$ cat config.mk
export PLATFORM = sky130hd
export DESIGN_NAME = id_ex_hazard_stage
export DESIGN_NICKNAME = d
export VERILOG_FILES = /design/src/rtl/id_ex_hazard_stage.sv
export SDC_FILE = /design/constraint.sdc
export NUM_CORES = 1
export LEC_CHECK = 0
export ABC_AREA = 1
export CORE_MARGIN = 4
export CORE_UTILIZATION = 40
export CTS_BUF_LIST = sky130_fd_sc_hd__clkbuf_8
export DETAILED_ROUTE_END_ITERATION = 6
export GPL_TIMING_DRIVEN = 0
export PLACE_DENSITY = 0.87
export RECOVER_POWER = 100
export SYNTH_ARGS = -nofsm -noshare
export SYNTH_HDL_FRONTEND = slang
export SYNTH_SLANG_ARGS = --single-unit
$ cat constraint.sdc
create_clock -name clk -period 2 [get_ports clk]
set_clock_uncertainty 0.05 [all_clocks]
set_input_delay 0.3 -clock clk [delete_from_list [all_inputs] [get_ports clk]]
set_output_delay 0.3 -clock clk [all_outputs]
set_load 0.01 [all_outputs]
$ cat src/rtl/id_ex_hazard_stage.sv
// ID/EX pipeline register with load-use and branch-operand hazard detection.
// Freezes PC and IF/ID and inserts bubbles when forwarding cannot cover a dependency.
module id_ex_hazard_stage #(
    parameter int XLEN  = 32,
    parameter int CNT_W = 32
) (
    input  logic             clk,
    input  logic             rst_n,
    input  logic [4:0]       IF_ID_RegisterRs1,
    input  logic [4:0]       IF_ID_RegisterRs2,
    input  logic [4:0]       IF_ID_RegisterRd,
    input  logic             ID_uses_rs1,
    input  logic             ID_uses_rs2,
    input  logic             ID_Branch,
    input  logic             ID_RegWrite,
    input  logic             ID_MemRead,
    input  logic             ID_MemWrite,
    input  logic             ID_MemToReg,
    input  logic             ID_ALUSrc,
    input  logic [3:0]       ID_ALUOp,
    input  logic [XLEN-1:0]  ID_rs1_data,
    input  logic [XLEN-1:0]  ID_rs2_data,
    input  logic [XLEN-1:0]  ID_imm,
    input  logic [XLEN-1:0]  ID_pc,
    input  logic             EX_MEM_MemRead,
    input  logic [4:0]       EX_MEM_RegisterRd,
    input  logic             ex_hold,
    input  logic             flush_ex,
    input  logic             clr_cnt,
    output logic             PC_write,
    output logic             IF_ID_write,
    output logic             hazard,
    output logic             ID_EX_RegWrite,
    output logic             ID_EX_MemRead,
    output logic             ID_EX_MemWrite,
    output logic             ID_EX_MemToReg,
    output logic             ID_EX_ALUSrc,
    output logic [3:0]       ID_EX_ALUOp,
    output logic [XLEN-1:0]  ID_EX_rs1_data,
    output logic [XLEN-1:0]  ID_EX_rs2_data,
    output logic [XLEN-1:0]  ID_EX_imm,
    output logic [XLEN-1:0]  ID_EX_pc,
    output logic [4:0]       ID_EX_RegisterRs1,
    output logic [4:0]       ID_EX_RegisterRs2,
    output logic [4:0]       ID_EX_RegisterRd,
    output logic [1:0]       last_cause,
    output logic [CNT_W-1:0] stall_count
);

    typedef struct packed {
        logic            regwrite;
        logic            memread;
        logic            memwrite;
        logic            memtoreg;
        logic            alusrc;
        logic [3:0]      aluop;
        logic [XLEN-1:0] rs1_data;
        logic [XLEN-1:0] rs2_data;
        logic [XLEN-1:0] imm;
        logic [XLEN-1:0] pc;
        logic [4:0]      rs1;
        logic [4:0]      rs2;
        logic [4:0]      rd;
    } id_ex_t;

    localparam logic [1:0] CAUSE_NONE = 2'b00;
    localparam logic [1:0] CAUSE_LU   = 2'b01;
    localparam logic [1:0] CAUSE_BA   = 2'b10;
    localparam logic [1:0] CAUSE_BM   = 2'b11;

    id_ex_t           r_id_ex;
    id_ex_t           w_id_in;
    logic [1:0]       r_last_cause;
    logic [CNT_W-1:0] r_stall_count;

    logic             w_m_ex;
    logic             w_m_mem;
    logic             w_lu;
    logic             w_ba;
    logic             w_bm;
    logic             w_hazard;
    logic [1:0]       w_cause;
    logic             w_bubble;
    logic             w_stall;
    logic             w_cnt_sat;

    // Source-register matches; x0 never creates a dependency.
    always_comb begin
        w_m_ex  = (r_id_ex.rd != 5'd0) &&
                  ((ID_uses_rs1 && IF_ID_RegisterRs1 == r_id_ex.rd) ||
                   (ID_uses_rs2 && IF_ID_RegisterRs2 == r_id_ex.rd));
        w_m_mem = (EX_MEM_RegisterRd != 5'd0) &&
                  ((ID_uses_rs1 && IF_ID_RegisterRs1 == EX_MEM_RegisterRd) ||
                   (ID_uses_rs2 && IF_ID_RegisterRs2 == EX_MEM_RegisterRd));
    end

    // Hazard classes and prioritised cause encoding.
    always_comb begin
        w_lu     = r_id_ex.memread && w_m_ex;
        w_ba     = ID_Branch && r_id_ex.regwrite && !r_id_ex.memread && w_m_ex;
        w_bm     = ID_Branch && EX_MEM_MemRead && w_m_mem;
        w_hazard = w_lu || w_ba || w_bm;
        w_cause  = CAUSE_NONE;
        unique case (1'b1)
            w_lu:    w_cause = CAUSE_LU;
            w_ba:    w_cause = CAUSE_BA;
            w_bm:    w_cause = CAUSE_BM;
            default: w_cause = CAUSE_NONE;
        endcase
    end

    // Per-cycle action: hold beats flush beats hazard-stall beats normal load.
    always_comb begin
        w_stall     = !ex_hold && !flush_ex && w_hazard;
        w_bubble    = !ex_hold && (flush_ex || w_hazard);
        w_cnt_sat   = &r_stall_count;
        PC_write    = !ex_hold && !w_hazard;
        IF_ID_write = !ex_hold && !w_hazard;
        hazard      = w_hazard;
    end

    // Bundle the decoded instruction for the pipeline register.
    always_comb begin
        w_id_in.regwrite = ID_RegWrite;
        w_id_in.memread  = ID_MemRead;
        w_id_in.memwrite = ID_MemWrite;
        w_id_in.memtoreg = ID_MemToReg;
        w_id_in.alusrc   = ID_ALUSrc;
        w_id_in.aluop    = ID_ALUOp;
        w_id_in.rs1_data = ID_rs1_data;
        w_id_in.rs2_data = ID_rs2_data;
        w_id_in.imm      = ID_imm;
        w_id_in.pc       = ID_pc;
        w_id_in.rs1      = IF_ID_RegisterRs1;
        w_id_in.rs2      = IF_ID_RegisterRs2;
        w_id_in.rd       = IF_ID_RegisterRd;
    end

    // ID/EX register: hold, bubble (all zero) or load.
    always_ff @(posedge clk or negedge rst_n) begin
        if (!rst_n) begin
            r_id_ex <= '0;
        end else if (ex_hold) begin
            r_id_ex <= r_id_ex;
        end else if (w_bubble) begin
            r_id_ex <= '0;
        end else begin
            r_id_ex <= w_id_in;
        end
    end

    // Cause of the latest hazard bubble.
    always_ff @(posedge clk or negedge rst_n) begin
        if (!rst_n) begin
            r_last_cause <= CAUSE_NONE;
        end else if (w_stall) begin
            r_last_cause <= w_cause;
        end
    end

    // Saturating stall counter; clear wins over increment.
    always_ff @(posedge clk or negedge rst_n) begin
        if (!rst_n) begin
            r_stall_count <= '0;
        end else if (clr_cnt) begin
            r_stall_count <= '0;
        end else if (w_stall && !w_cnt_sat) begin
            r_stall_count <= r_stall_count + 1'b1;
        end
    end

    assign ID_EX_RegWrite    = r_id_ex.regwrite;
    assign ID_EX_MemRead     = r_id_ex.memread;
    assign ID_EX_MemWrite    = r_id_ex.memwrite;
    assign ID_EX_MemToReg    = r_id_ex.memtoreg;
    assign ID_EX_ALUSrc      = r_id_ex.alusrc;
    assign ID_EX_ALUOp       = r_id_ex.aluop;
    assign ID_EX_rs1_data    = r_id_ex.rs1_data;
    assign ID_EX_rs2_data    = r_id_ex.rs2_data;
    assign ID_EX_imm         = r_id_ex.imm;
    assign ID_EX_pc          = r_id_ex.pc;
    assign ID_EX_RegisterRs1 = r_id_ex.rs1;
    assign ID_EX_RegisterRs2 = r_id_ex.rs2;
    assign ID_EX_RegisterRd  = r_id_ex.rd;
    assign last_cause        = r_last_cause;
    assign stall_count       = r_stall_count;

endmodule

==> results.toml, run 1 <==
[timing]
grt_setup_unrepaired = "yes"
setup-violations-final = 53
timing_hold_violations_final = 0
max-slew-margin-rel_pct = -1.25
tightestPinTransition_ns = 1.52
worst_slack_ns = -0.370
min_period_over_period_pct = 119
fin_crit_ns = 2.37
fmax_mhz = 422
slew_viol_final = 107

[job]
maxCapViolations = 1

[global_route]
grt_pass1_vias = 9239
grt_remaining_overflow = 0
grt_max_degree = 108
grtUsageTotal_pct = 27.0
grt_pass1_wl_um = 50200
antenna_found_initial = 1

[synthesis]
synthArstFlopShare_pct = 100
yosys_warnings = 0
netlist_area_sq_um = 8610
ys_seq_elements = 186
ys_seq_area_share_pct = 54.1
netlist_instances = 1072
synth-edff-count = 0
synth_cell_types = 33
synth.avg_cell_area_sq_um = 8.03
synthFlopType = "dfrtp_1"
synth_nets = 1239

[clocking]
cts_buffers = 17
h-tree-depth = 4
worstSkewPairLatency_ns = 0.45
cts-root-buf = "clkbuf_8"
cts_tree = "yes"
clock_sinks = 186
clkSlewWorstSetupHoldPaths_ns = 0.11
max-clock-path-buffers = 2

[finish]
drive_above_1_share_pct = 13.6
final_nets = 1679
area_delta_synth_final_pct = 63.6
finish.utilization_pct = 66.8
final_area_sq_um = 14100

[setup_path]
critPathTopFamily = "simple AND/OR/NAND/NOR gates"
setup.worst_path.start = "ID_EX_RegisterRd[2]$_DFFE_PN0N_"
critPathMaxStageDelay_ns = 0.47
rr_startpoint = "ID_EX_RegisterRd[1]$_DFFE_PN0N_"
cp.required_ns = 1.65
path_buf_inv = 3
cp-start-kind = "register"
cp.arrival_ns = 2.02
end_kind = "output pin"
critPathKind = "register to output pin"
crit_fanout = 6
cp_slowest_cell = "dfrtp_2"
path_cells = "nand2_1 > nand2_1 > nor2_1 > nand3_1 > nand2_2 > o211ai_1 > nand2_1 > buf_6 > nor2_4 > buf_6 > buf_6"

[power]
switching_share_pct = 30.2
power.total_mw = 8.66
powerDensity_nw_per_um2 = 615
power_switching_mw = 2.61
ir_drop_mv = 0.460
clock_power_share_pct = 29.9
p_leak_nw = 7.17
p_int_mw = 6.04
seqPwrFrac_pct = 48.4
pwr-share-comb_pct = 21.7

[floorplan]
die_y_um = 155
die_w_um = 155
dieArea_sq_um = 23900
fp-row-count = 53
start_util_pct = 40.8
ioPinCount = 355
design.core.area_sq_um = 21100

[drt]
routed_via_density = 4.93
postRouteAntennaNets = 0
dr_total_vias = 8885
dr.pass1.iters = 5
drc = 0
wl_per_cell_um = 18.4
routed_wirelength_um = 33100
drt-initial-drc-count = 531

[place]
dp_worst_setup_slack_ns = -0.998
hpwlAfterDp_um = 23800
gp_congestion = 0.907
place_area_sq_um = 12500
port_buffers = 353

[min_path]
hp-start = "IF_ID_RegisterRs2[1]"
worst_hold_path_type = "input port to register"

[run_status]
violations = "max-capacitance violations, max-slew violations, negative setup slack"
status = "finished with violations"
==> sequential cells by signal, summed over array words and instances (netlist names) <==
| signal | cells |
|---|---|
| ID_EX_ALUOp | 4 |
| ID_EX_ALUSrc | 1 |
| ID_EX_MemRead | 1 |
| ID_EX_MemToReg | 1 |
| ID_EX_MemWrite | 1 |
| ID_EX_RegWrite | 1 |
| ID_EX_RegisterRd | 5 |
| ID_EX_RegisterRs1 | 5 |
| ID_EX_RegisterRs2 | 5 |
| ID_EX_imm | 32 |
| ID_EX_pc | 32 |
| ID_EX_rs1_data | 32 |
| ID_EX_rs2_data | 32 |
| last_cause | 2 |
| stall_count | 32 |
==> cells in the mapped netlist (all sizes together), types with 2 or more instances <==
cell type	number	area [sq um]
xor2	21	184
clkbuf	30	113
xnor2	4	35.0
nand4	14	103
o211ai	2	15.0
nand3b	2	18.8
buf	17	115
nand2	303	1150
nor2	67	264
a21oi	4	20.0
o22ai	3	18.8
nor3	15	86.3
dfrtp	186	4650
inv	192	721
o21ai	156	781
nand3	51	285
==> cell families (layout without fill, tap and decap cells) <==
kind of cell             Yosys count  in the layout  share of synthesized area [%]
AO/OA/AOI/OAI                    167            167                           9.91
XOR/XNOR                          25             25                           2.54
adder cells (fa/ha/maj)            1              1                          0.145
buffers and inverters            239            692                           11.0
flip-flops                       186            186                           54.1
other                              0              1                              0
AND/OR/NAND/NOR                  454            454                           22.3
==> cell usage in the layout, fill, tap and decap left out, types with 8 or more instances in the layout <==
cell type        synthesis  final
buf_12                   0      8
buf_4                    2     35
buf_6                    4     28
buf_8                    0     10
clkbuf_1                30     23
clkbuf_8                 0     22
clkdlybuf4s50_1          0    184
dfrtp_1                186    181
dlygate4sd3_1            0    165
inv_1                  187    183
inv_2                    5     10
nand2_1                300    290
nand2_2                  2     11
nand3_1                 48     43
nand4_1                 13     13
nor2_1                  64     61
nor3_1                  14     13
o21ai_0                156     60
o21ai_1                  0     62
o21ai_2                  0     34
xor2_1                  21     21
==> layer usage <==
layer,part of all wire (%),track usage [%],up-vias
met1,36,29.4,4238
met2,52,48.9,387
met4,3.4,9.50,0
met5,0,0,-
li1,-,-,4185
met3,8.5,8.93,75
==> path summary, 6_finish.rpt <==
check	slack [ns]	cells after the start	end
min in group asynchronous	0.72	2	ID_EX_RegisterRs1[2]$_DFFE_PN0N_
worst max-delay path	-0.37	11	PC_write
worst min-delay path	0.20	3	ID_EX_RegisterRs2[1]$_DFFE_PN0N_
worst min register to register	0.44	2	ID_EX_pc[5]$_DFFE_PN0N_
worst max register to register	-0.26	21	last_cause[0]$_DFFE_PN0P_
max in group asynchronous	0.09	3	ID_EX_rs2_data[28]$_DFFE_PN0N_
==> stage by stage <==
stage | instances | hold WS (ns) | TNS (ns)
CTS | 1795 | 0.275 | -18.75
global placement | 1700 | 0.415 | -1406.18
detailed placement | 1701 | 0.357 | -96.17
finish | 1801 | 0.202 | -2.87
floorplan | 1072 | -0.0456 | 0
global route | 1801 | 0.188 | -28.29
==> worst min-delay path, cell delays in order <==
cell,delay [ns]
dlymetal6s2s_1,0.18
inv_1,0.11
o21ai_0,0.09
==> power by group through the flow <==
stage / Combinational (mW) / Sequential, mW / Clock (mW)
final: 1.88 / 4.19 / 2.59
after global routing: 2.02 / 4.22 / 2.80
after CTS: 1.95 / 4.19 / 2.61
after detailed placement: 1.67 / 4.26 / 0
after global placement: 1.63 / 4.25 / 0
after floorplan: 0.386 / 4.36 / 0
==> timing repair <==
action,4_1_cts,5_1_grt
resized for setup,229,50
pin swaps,46,19
hold buffers,1,0
buffers inserted,83,14
endpoints found under the hold margin,106,0
setup endpoints to repair,180,190
gates cloned,14,0
==> area by class of cell <==
cell class                 count  area, sq um
sequential                   186         4660
multi-input combinational    647         3250
fill                        1605         7010
inverter                     192          721
timing repair buffer         422         4310
clock buffer                  17          234
clock inverter                15          164
tap                          275          344
buffer                        46          395
antenna                        1         2.50
Note: power is estimated with default switching activity, not from simulation.
==> run 2, diff against run 1 <==
- PLACE_DENSITY: 0.87 -> 0.81
- TNS_END_PERCENT: default -> 20
==> run 2 against run 1 <==
Effect of this change:
- the run ends with negative setup slack left
- cell count shrank 1.8%
- combinational power decreased by 9%
- largest power group unchanged
- worst setup slack got worse by 0.050 ns
- sequential power barely moved
- worst hold slack better by 0.10 ns
- non-clock buffer count is 33 lower
==> results.toml, run 2 (synthesized netlist as in run 1, its figures left out) <==
[setup_path]
crit_fanout = 5
crit_top_cell = "nand2_1"
setup.worst_path.start = "ID_EX_RegisterRd[2]$_DFFE_PN0N_"
path_buf_inv = 4
path_cells = "inv_2 > nand2_1 > nand2_1 > nor2_1 > nand3_1 > nand2_1 > o211ai_1 > nand2_1 > buf_6 > nor2_4 > buf_6 > buf_6"
cp.arrival_ns = 2.07
rr_worst_depth = 15
cp.required_ns = 1.65
cp.depth = 12
critPathCapture = "PC_write"
cp_slowest_cell = "dfrtp_2"
cp-start-kind = "register"
reg2reg_slack_ns = -0.18
r2r-end = "ID_EX_pc[7]$_DFFE_PN0N_"
critPathMaxStageDelay_ns = 0.47
critPathKind = "register to output pin"
rr_startpoint = "ID_EX_RegisterRd[2]$_DFFE_PN0N_"
end_kind = "output pin"
critPathTopFamily = "simple AND/OR/NAND/NOR gates"

[power]
p_leak_nw = 6.87
pwr-share-comb_pct = 20.1
power_switching_mw = 2.53
switching_share_pct = 29.8
seqPwrFrac_pct = 49.1
powerDensity_nw_per_um2 = 628
p_int_mw = 5.97
ir_drop_mv = 0.412
clock_power_share_pct = 30.8

[place]
dp_cells = 1701
gp_congestion = 0.930
dp_worst_setup_slack_ns = -1.01
hpwlAfterDp_um = 22600
port_buffers = 353

[timing]
tightestPinTransition_ns = 1.16
timing_hold_violations_final = 0
min_period_over_period_pct = 121
fmax_mhz = 413
grt_setup_unrepaired = "yes"
slew_viol_final = 0
setup-violations-final = 181
fin_crit_ns = 2.42
worst_slack_ns = -0.421
max-slew-margin-rel_pct = 22.7

[drt]
wl_per_cell_um = 16.9
drc = 0
postRouteAntennaNets = 0
routed_via_density = 4.84
routed_wirelength_um = 29900
drt-initial-drc-count = 483
dr_total_vias = 8558
dr.pass1.iters = 7

[finish]
finalNonFillerCells = 1768
drive_above_1_share_pct = 9.92
layout_common_cells = "284 x nand2_1, 195 x clkdlybuf4s50_1, 186 x inv_1, 183 x dfrtp_1, 155 x dlygate4sd3_1"
final_common_cell = "nand2_1"
area_delta_synth_final_pct = 57.2
final_nets = 1646
nFillCells = 1783

[floorplan]
ioPinCount = 355
die_y_um = 155
design.core.area_sq_um = 21100
dieArea_sq_um = 23900
fp-row-count = 53
die_w_um = 155
start_util_pct = 40.8

[global_route]
grt_pass1_wl_um = 46400
grt_remaining_overflow = 0
grt_pass1_vias = 8629
grtUsageTotal_pct = 24.7
grt_max_degree = 105
antenna_found_initial = 2

[job]
maxCapViolations = 0

[clocking]
cts_tree = "yes"
max-clock-path-buffers = 2
cts_buffers = 17
clock_sinks = 186
worstSkewPairLatency_ns = 0.46
h-tree-depth = 4
cts-root-buf = "clkbuf_8"
clkSlewWorstSetupHoldPaths_ns = 0.11

[run_status]
violations = "negative setup slack"
status = "finished with violations"

[min_path]
whs_path_depth = 3
worst_hold_path_type = "input port to register"
## run 2: cell types whose count changed in the layout (fill, tap and decap cells not counted), sizes merged, moves of 3 or more
cell / previous run / this run
buf: 88 / 59
clkbuf: 47 / 43
clkdlybuf4s50: 184 / 195
clkinv: 4 / 7
clkinvlp: 4 / 0
dlygate4sd3: 165 / 155
## run 2: worst min-delay path by stage
stage                                                end                           start  slack [ns]
final                          ID_EX_imm[19]$_DFFE_PN0N_                      ID_imm[19]        0.30
after global routing           ID_EX_imm[19]$_DFFE_PN0N_                      ID_imm[19]        0.29
after CTS                      ID_EX_imm[19]$_DFFE_PN0N_                      ID_imm[19]        0.29
after detailed placement         ID_EX_pc[0]$_DFFE_PN0N_                           rst_n        0.28
after global placement    ID_EX_rs2_data[16]$_DFFE_PN0N_  ID_EX_rs2_data[16]$_DFFE_PN0N_        0.41
after floorplan               ID_EX_ALUOp[0]$_DFFE_PN0N_                           rst_n       -0.05
## run 2: tightest hold or removal path, cell delays in order
cell             delay (ns)
clkdlybuf4s50_1        0.39
inv_1                  0.05
o21ai_1                0.05
## run 2: layout make-up
cell class / count / area [sq um] / area share (%)
flip-flops and latches: 186 / 4660 / 34.4
repair buffers: 388 / 3880 / 28.7
multi-input cells: 647 / 3140 / 23.2
inverters: 192 / 721 / 5.33
plain buffers: 47 / 363 / 2.68
well taps: 275 / 344 / 2.54
clock buffers: 17 / 234 / 1.73
clock inverters: 15 / 180 / 1.33
diodes: 1 / 2.50 / 0.0185
## run 2: repair_timing
action,CTS,global route
hold buffers,1,0
resized for setup,106,84
endpoints found under the setup margin,163,187
pin swaps,16,6
hold endpoints to repair,82,0
setup buffers,30,5
gates cloned,3,1
## run 2: per-layer routing
layer / share of wire, % / vias up / track usage, %
met5: 0.044 / - / 0
met4: 3.7 / 2 / 10.1
met3: 9.4 / 62 / 8.48
met2: 51 / 380 / 42.7
met1: 36 / 4002 / 28.1
li1: - / 4112 / -
## run 2: power groups by stage
stage               clock, mW  sequential (mW)  combinational, mW
finish                   2.62             4.17               1.71
global route             2.84             4.21               1.86
CTS                      2.68             4.18               1.77
detailed placement          0             4.25               1.66
global placement            0             4.25               1.63
floorplan                   0             4.36              0.386
## run 2: metrics by stage
step | setup TNS, ns | power (mW) | util (%) | cell area, sq um | hold WS (ns)
after floorplan | 0 | 4.75 | - | 8610 | -0.0456
after global placement | -1394.31 | 5.87 | 59.2 | 12500 | 0.415
after detailed placement | -87.04 | 5.91 | 59.4 | 12500 | 0.278
after CTS | -1.27 | 8.63 | 63.3 | 13300 | 0.287
after global routing | -41.66 | 8.91 | 64.2 | 13500 | 0.288
final | -15.83 | 8.50 | 64.2 | 13500 | 0.304
==> run 3, diff against run 2 <==
- CORE_UTILIZATION: 40 -> 29
- PLACE_DENSITY: 0.81 -> 0.63
==> run 3 against run 2 <==
Effect of this change:
- via count decreased by 0.16%
- worst setup slack improved by 0.038 ns
- total power rose by 2.5%
- the flow still finishes with violations (negative setup slack)
- combinational power up 9%
- highest routed layer unchanged
- worst hold slack lost 0.015 ns
- first-iteration DRC count down 17%
- die area grew 36%
- register-to-register slack got worse by 0.17 ns
- core utilization down 15 points
==> results.toml, run 3 (synthesized netlist as in run 1, its figures left out) <==
[power]
clock_power_share_pct = 30.7
pwr-share-comb_pct = 21.4
powerDensity_nw_per_um2 = 609
p_leak_nw = 7.17
p_int_mw = 6.14
ir_drop_mv = 0.353
seqPwrFrac_pct = 47.9
power_switching_mw = 2.57
switching_share_pct = 29.5

[timing]
tightestPinTransition_ns = 1.31
fmax_mhz = 420
min_period_over_period_pct = 119
max-slew-margin-rel_pct = 12.6
setup-violations-final = 39
worst_slack_ns = -0.383
timing_hold_violations_final = 0
fin_crit_ns = 2.38
slew_viol_final = 0
grt_setup_unrepaired = "yes"

[finish]
diodes = 0
final_nets = 1659
area_delta_synth_final_pct = 66.1
final_area_sq_um = 14300
layout_common_cells = "274 x nand2_1, 190 x clkdlybuf4s50_1, 183 x inv_1, 182 x dfrtp_1, 157 x dlygate4sd3_1"
final_common_cell = "nand2_1"
drive_above_1_share_pct = 17.5

[run_status]
violations = "negative setup slack"
status = "finished with violations"

[floorplan]
die_y_um = 180
dieArea_sq_um = 32500
design.core.area_sq_um = 29000
ioPinCount = 355
die_w_um = 180
fp-row-count = 62
start_util_pct = 29.7

[drt]
dr.pass1.iters = 5
dr_total_vias = 8544
wl_per_cell_um = 16.5
routed_via_density = 4.53
drt-initial-drc-count = 400
routed_wirelength_um = 31100
postRouteAntennaNets = 0
drc = 0

[job]
maxCapViolations = 0

[setup_path]
cp-start-kind = "register"
critPathKind = "register to output pin"
cp.arrival_ns = 2.03
rr_worst_depth = 22
cp.required_ns = 1.65
end_kind = "output pin"
crit_fanout = 5

[global_route]
antenna_found_initial = 1
grt_remaining_overflow = 0
grt_pass1_vias = 8597
grt_max_degree = 97
grt_pass1_wl_um = 49000
grtUsageTotal_pct = 19.0

[clocking]
clock_sinks = 186
cts_buffers = 17
cts-root-buf = "clkbuf_8"
clkSlewWorstSetupHoldPaths_ns = 0.12
max-clock-path-buffers = 2
worstSkewPairLatency_ns = 0.49
h-tree-depth = 4
cts_tree = "yes"

[place]
port_buffers = 353
dp_worst_setup_slack_ns = -1.09
gp_congestion = 0.855
hpwlAfterDp_um = 22700
place_area_sq_um = 12700

[min_path]
whs_path_depth = 3
worst_hold_path_type = "input port to register"
## run 3: worst paths after layout
check | endpoint | slack (ns) | from
worst max-delay path | PC_write | -0.38 | ID_EX_RegisterRd[3]$_DFFE_PN0N_
worst min-delay path | ID_EX_imm[10]$_DFFE_PN0N_ | 0.29 | ID_imm[10]
worst max register to register | last_cause[0]$_DFFE_PN0P_ | -0.35 | ID_EX_RegisterRd[3]$_DFFE_PN0N_
worst min register to register | ID_EX_pc[9]$_DFFE_PN0N_ | 0.43 | ID_EX_pc[9]$_DFFE_PN0N_
max in group asynchronous | ID_EX_rs2_data[3]$_DFFE_PN0N_ | 0.22 | rst_n
min in group asynchronous | ID_EX_RegisterRs2[2]$_DFFE_PN0N_ | 0.58 | rst_n
## run 3: worst max-delay path: stages, from the launching register on
cell and delay [ns]:
dfrtp_2 0.46, nand2_1 0.08, nand2_1 0.05, nor2_1 0.09
nand3_1 0.11, nand2_2 0.09, o211ai_1 0.12, nand2_1 0.12
buf_6 0.13, nor2_4 0.04, buf_6 0.13, buf_6 0.11
## run 3: layout make-up
| cell class | instances | area [sq um] |
|---|---|---|
| Fill cell | 2791 | 14700 |
| Sequential cell | 186 | 4660 |
| Timing Repair Buffer | 400 | 4120 |
| Multi-Input combinational cell | 648 | 3500 |
| Inverter | 192 | 721 |
| Tap cell | 384 | 480 |
| Buffer | 47 | 417 |
| Clock buffer | 18 | 248 |
| Clock inverter | 13 | 143 |
## run 3: power by group through the flow
stage          Clock (mW)  Sequential [mW]  Combinational (mW)
3_3_place_gp            0             4.25                1.65
5_1_grt              2.90             4.21                2.03
4_1_cts              2.76             4.18                1.89
6_report             2.68             4.17                1.87
3_5_place_dp            0             4.25                1.66
2_1_floorplan           0             4.36               0.386
## run 3: stage by stage
step                      hold WS [ns]  utilization (%)  setup TNS (ns)  instances  power, mW
after floorplan                -0.0456                -               0       1072       4.75
after global placement           0.410             43.5        -1508.86       1809       5.90
after detailed placement         0.300             43.6         -100.81       1810       5.91
after CTS                        0.250             48.3          -28.56       1889       8.83
after global routing             0.275             49.3          -31.92       1888       9.14
final                            0.289             49.3           -7.31       1888       8.71
## run 3: repair_timing
item | CTS | global route
pin swaps | 17 | 11
hold buffers | 1 | 0
setup endpoints to repair | 186 | 192
cloned | 11 | 0
buffers inserted | 63 | 3
gates resized for setup | 200 | 161
endpoints found under the hold margin | 90 | 0
## run 3: per-layer routing
metal,wire length [um],track usage [%],share of wire [%]
met1,12200,22.1,39
met2,15700,33.3,51
met3,2570,6.44,8.3
met4,607,5.32,2.0
met5,12,0,0.039
